File: config.mk
export PLATFORM = sky130hd
export DESIGN_NAME = soc1_sysid_recheck_timer
export DESIGN_NICKNAME = d
export VERILOG_FILES = /design/src/rtl/soc1_sysid_checker_recheck_timer.sv
export SDC_FILE = /design/constraint.sdc
export NUM_CORES = 1
export LEC_CHECK = 0
export CAP_MARGIN = 40
export CORE_AREA = 5 5 42 44
export DETAILED_ROUTE_END_ITERATION = 8
export DIE_AREA = 0 0 47 49
export GPL_ROUTABILITY_DRIVEN = 0
export GPL_TIMING_DRIVEN = 1
export PLACE_DENSITY = 0.74
export SYNTH_ARGS = -nofsm -noshare
export SYNTH_HDL_FRONTEND = slang
export SYNTH_SLANG_ARGS = --single-unit
export TNS_END_PERCENT = 30
File: constraint.sdc
create_clock -name clock -period 1.84 [get_ports clock]
set_input_delay 0.184 -clock clock [delete_from_list [all_inputs] [get_ports clock]]
set_output_delay 0.184 -clock clock [all_outputs]
set_load 0.01 [all_outputs]
File: src/rtl/soc1_sysid_checker_recheck_timer.sv
// Idle timer for the periodic re-check option (SYSID_CHECKER_PERIODIC_EN).
// expired is high while enabled once PERIOD enabled cycles have elapsed since load.
module soc1_sysid_recheck_timer #(
  parameter int PERIOD = 1024
) (
  input  logic clock,
  input  logic reset_n,
  input  logic load,
  input  logic enable,
  output logic expired
);

  localparam int CW = (PERIOD > 1) ? $clog2(PERIOD) : 1;

  logic [CW-1:0] count;

  always_ff @(posedge clock or negedge reset_n) begin
    if (!reset_n) begin
      count <= '0;
    end else if (load) begin
      count <= CW'(PERIOD - 1);
    end else if (enable && (count != '0)) begin
      count <= count - CW'(1);
    end
  end

  assign expired = enable && (count == '0);

endmodule

==> impl_metrics.json, run 1 <==
{
  "outcome": "finished, final reports clean",
  "wl_per_cell_um": 15.2,
  "overflow": 0,
  "yosysWarnings": 0,
  "synth_seq_area_share": 0.408,
  "syn_inst": 65,
  "antenna_found_initial": 0,
  "grt_pass1_wl_um": 2620,
  "core_area_um2": 1400,
  "hp-class": "in -> async",
  "setup-tns-final_ps": 0,
  "synth_top_family_by_area": "simple AND/OR/NAND/NOR gates",
  "portBuffers": 4,
  "cts_tree": "built",
  "ff2ff_path_depth": 4,
  "io_pins": 5,
  "min_period_ps": 1790,
  "grt_pass1_vias": 587,
  "start_util": 0.437,
  "clk_pin_slew_ps": 70,
  "final-setup-viol-count": 0,
  "synth_mux_area_frac": 0.0327,
  "grt_usage": 0.158,
  "tightest_slew_ps": 457,
  "dieWidth_um": 47,
  "worstSetupPathType": "reg -> reg",
  "hpwl_um": 1060,
  "synth_cell_type_count": 32,
  "grt_max_degree": 11,
  "drtAntennaViolNets": 0,
  "drv_cap": 0,
  "p_total_uw": 490,
  "synth_xor_area_frac": 0,
  "cts.sinks": 10,
  "h-tree-depth": 1,
  "drtIter0Drc": 10,
  "synth_top_area_share": 0.408,
  "synth-edff-count": 0,
  "slew_viol_final": 0,
  "cp_max_fo": 8,
  "cp-start-kind": "register",
  "setup_slack_ps": 50.6,
  "reg.largest.list": "count: 10 flops",
  "drc_errors": 0,
  "synth_ff_type": "dfrtp_1",
  "slew-limit-headroom": 0.694,
  "die_area_um2": 2300,
  "top_register": "count",
  "syn_to_final_growth_pct": 33.3,
  "synth_top_area_cell": "dfrtp_1",
  "route.vias.total": 597,
  "synth_simple_gate_area_share": 0.276,
  "cts_root_buf": "clkbuf_4",
  "nets": 89,
  "synth_most_common_cell": "dfrtp_1",
  "syn_area_um2": 613,
  "cts_hold_buffers": 0,
  "async_flop_share": 1.00,
  "dieHeight_um": 49,
  "ys_ff_latch": 10,
  "period_share": 0.972,
  "rows": 14,
  "ir_drop_uv": 469,
  "synth_area_leaders": "dfrtp_1 41%, mux2i_1 3.3%, nor2_1 3.1%",
  "synth-adder-area-share": 0.0204,
  "drt_wl_total_um": 1500,
  "synth_compound_area_frac": 0.206,
  "top_layer_used": "met4",
  "p_per_area_nw_per_um2": 600,
  "clockBufferDepth": 2,
  "rsz0062_at_grt": "no",
  "fmax_ghz": 0.559,
  "cp_data_required_time_ps": 2000,
  "numCtsBuffers": 3,
  "hold_viol_final": 0,
  "p_leak_nw": 0.301,
  "synth_common_cells": "10 x dfrtp_1, 5 x nor2_1, 4 x inv_1",
  "met3_length_um": 65,
  "drive_above_1_share": 0.301,
  "dr.pass1.iters": 4,
  "viasPerCell": 6.03,
  "skew_ps": 5.36,
  "arrival_ps": 1950,
  "clock_latency_ps": 270,
  "largest_reg_flops": 10,
  "end_kind": "register",
  "syn_nets": 70,
  "antenna_cells": 0,
  "dr_wl_met2_um": 771,
  "avgSynthCellArea_um2": 9.43,
  "pre_cts_slack_ps": -3.33,
  "wl_met1_um": 638
}
==> critical path: stages (launching register included) <==
cell and delay [ps]:
dfrtp_2 440, buf_4 170, or4_4 480, o31a_1 280
a221o_1 310
==> per-layer routing <==
metal  vias up  GRT usage
met3         5     0.0406
met2        17      0.224
met1       283      0.207
met4         0     0.0968
met5         -          0
li1        292          -
==> logic make-up after synthesis <==
logic type / Yosys count
compound gates: 16
fa+ha+maj: 1
buf+inv: 7
flops: 10
mux: 2
simple gates: 29
==> metrics by stage <==
stage	instances	hold WS (ps)	area [um^2]	util
4_1_cts	99	249	816	0.582
6_report	99	229	817	0.583
2_1_floorplan	65	-112	628	-
3_5_place_dp	93	539	744	0.531
3_3_place_gp	93	537	744	0.531
5_1_grt	99	267	817	0.583
==> where the power goes <==
part / internal, mW / switching (mW)
clock: 0.120 / 0.0821
combinational: 0.0298 / 0.0257
sequential: 0.226 / 0.00625
==> layout make-up <==
class | instances | area (um^2)
Clock buffer | 4 | 36.3
Fill cell | 134 | 584
Inverter | 4 | 15.0
Multi-Input combinational cell | 48 | 357
Sequential cell | 10 | 253
Tap cell | 16 | 20.0
Timing Repair Buffer | 17 | 136
==> layout by cell type (no fill, tap or decap), types with 2 or more instances in the layout <==
cell and instances:
o21ai_0 3, nand2b_1 2, mux2i_1 2, clkbuf_4 3, buf_4 13, nand2_1 3
o41ai_1 2, inv_1 4, or3_1 3, clkdlybuf4s50_1 3, nand3_1 2, dfrtp_1 8
o311ai_0 2, nor2_1 5, nor4b_1 2, dfrtp_2 2, o31ai_1 2, nor2b_1 3
nor3_1 2
==> path summary, 6_finish.rpt <==
path / slack (ps) / endpoint / startpoint
worst min-delay path: 230 / count[7]$_DFFE_PN0P_ / reset_n
worst max-delay path: 50 / count[5]$_DFFE_PN0P_ / count[4]$_DFFE_PN0P_
worst min register to register: 560 / count[2]$_DFFE_PN0P_ / count[2]$_DFFE_PN0P_
min in group clock: 560 / count[2]$_DFFE_PN0P_ / count[2]$_DFFE_PN0P_
worst max register to register: 50 / count[5]$_DFFE_PN0P_ / count[4]$_DFFE_PN0P_
max in group asynchronous: 1270 / count[3]$_DFFE_PN0P_ / reset_n
==> repair_timing <==
| item | CTS | global route |
|---|---|---|
| setup buffers | 2 | 0 |
| setup endpoints to repair | 1 | 1 |
| pin swaps | 1 | 0 |
| gates resized for setup | 5 | 1 |
No activity file was read; power rests on OpenSTA's default activity.
==> inputs of run 2 (changes only) <==
- CORE_AREA: 5 5 42 44 -> 2 2 39 41
- DIE_AREA: 0 0 47 49 -> 0 0 41 43
==> impl_metrics.json, run 2 (same netlist as run 1, synthesis figures left out) <==
{
  "min_period_ps": 1790,
  "viasPerCell": 5.94,
  "drt_wl_total_um": 1420,
  "end_kind": "register",
  "overflow": 0,
  "wl_met1_um": 675,
  "top_register": "count",
  "cp_num_buf_inv": 1,
  "antenna_found_initial": 0,
  "tightest_slew_ps": 486,
  "rows": 14,
  "cts_tree": "built",
  "final-setup-viol-count": 0,
  "hold_ws_ps": 225,
  "slew-limit-headroom": 0.671,
  "met3_length_um": 33,
  "clock_latency_ps": 270,
  "cts.sinks": 10,
  "pre_cts_slack_ps": -43.7,
  "p_per_area_nw_per_um2": 613,
  "cts_hold_buffers": 0,
  "r2r_slack_ps": 50,
  "nets": 88,
  "placed_cell_area_um2": 744,
  "hold_viol_final": 0,
  "crit_chain": "buf_4, or4b_4, or3_1, a221o_1",
  "crit_family": "simple AND/OR/NAND/NOR gates",
  "slowest_stage": "or4b_4",
  "reg.largest.list": "count: 10 flops",
  "die_area_um2": 1760,
  "numCtsBuffers": 3,
  "largest_reg_flops": 10,
  "final_common_cell": "buf_4",
  "route.vias.total": 582,
  "p_leak_nw": 0.298,
  "antenna_cells": 0,
  "arrival_ps": 1950,
  "drive_above_1_share": 0.280,
  "layout_common_cells": "12 x buf_4, 9 x dfrtp_1, 5 x nor2_1",
  "drtIter0Drc": 12,
  "fmax_ghz": 0.558,
  "dr_wl_met2_um": 674,
  "syn_to_final_growth_pct": 33.3,
  "drc_errors": 0,
  "setup_slack_ps": 47.7,
  "hpwl_um": 1020,
  "worstSetupPathType": "reg -> reg",
  "ff2ff_path_depth": 4,
  "h-tree-depth": 1,
  "worstReg2RegEnd": "count[5]$_DFFE_PN0P_",
  "period_share": 0.974,
  "cp_slowest_stage_delay_ps": 510,
  "portBuffers": 4,
  "grt_max_degree": 11,
  "rsz0062_at_grt": "no",
  "skew_ps": 0.511,
  "slew_viol_final": 0,
  "cp_max_fo": 5,
  "cp-start-kind": "register",
  "cp_data_required_time_ps": 1990,
  "fin_cells": 98,
  "grt_usage": 0.198,
  "final_util": 0.590,
  "core_area_um2": 1380,
  "postLayoutCellArea_um2": 817,
  "timing.rr.start": "count[0]$_DFFE_PN0P_",
  "outcome": "finished, final reports clean",
  "grt_pass1_wl_um": 2330,
  "top_layer_used": "met4",
  "dieHeight_um": 43,
  "cts_root_buf": "clkbuf_4",
  "io_pins": 5,
  "drtAntennaViolNets": 0,
  "dieWidth_um": 41,
  "start_util": 0.443,
  "placed_cells": 93,
  "wl_per_cell_um": 14.5,
  "dr.pass1.iters": 4,
  "ir_drop_uv": 366,
  "drv_cap": 0,
  "grt_pass1_vias": 536,
  "hp-class": "in -> async",
  "clockBufferDepth": 2,
  "clk_pin_slew_ps": 70
}
## run 2: worst reg2reg max path, cell delays in order (launching register included)
cell and delay [ps]:
dfrtp_1 380, buf_4 160, or4b_4 510, or3_1 320, a221o_1 300
## run 2: final cells by class
class	count	area [um^2]
Fill cell	114	567
Multi-Input combinational cell	48	365
Sequential cell	10	251
Timing Repair Buffer	16	129
Clock buffer	4	36.3
Tap cell	16	20.0
Inverter	4	15.0
## run 2: power breakdown
group / switching [mW] / leakage, nW / internal (mW)
Combinational: 0.0318 / 0.187 / 0.0343
Clock: 0.0836 / 0.0210 / 0.120
Sequential: 0.00461 / 0.0903 / 0.226
Total: 0.120 / 0.298 / 0.381
## run 2: worst max path at each step
stage	cells after the start	end	start	slack [ps]
floorplan	5	count[5]$_DFFE_PN0P_	count[3]$_DFFE_PN0P_	20
global placement	4	count[5]$_DFFE_PN0P_	enable	20
detailed placement	4	count[5]$_DFFE_PN0P_	enable	-40
CTS	4	count[5]$_DFFE_PN0P_	count[0]$_DFFE_PN0P_	20
global route	4	count[5]$_DFFE_PN0P_	count[0]$_DFFE_PN0P_	20
finish	4	count[5]$_DFFE_PN0P_	count[0]$_DFFE_PN0P_	50
## run 2: timing repair
action                                  CTS  global route
setup buffers                             1             0
resized for setup                         4             2
endpoints found under the setup margin    1             1
gates cloned                              0             0
pin swaps                                 2             0
## run 2: routing by layer
layer / vias to the layer above / GRT usage
met4: 0 / 0.120
met5: - / 0
met3: 5 / 0.0314
li1: 284 / -
met2: 8 / 0.281
met1: 285 / 0.271
## run 2: per-stage QoR
| stage | TNS [ps] | power, mW |
|---|---|---|
| after floorplan | 0 | 0.264 |
| after global placement | 0 | 0.294 |
| after detailed placement | -43.7 | 0.296 |
| after CTS | 0 | 0.500 |
| after global routing | 0 | 0.522 |
| final | 0 | 0.501 |
==> inputs of run 3 (changes only) <==
- SLEW_MARGIN: not set -> 30
==> results of run 3 <==
No change in the layout: final DEF, timing and power equal those of run 2.
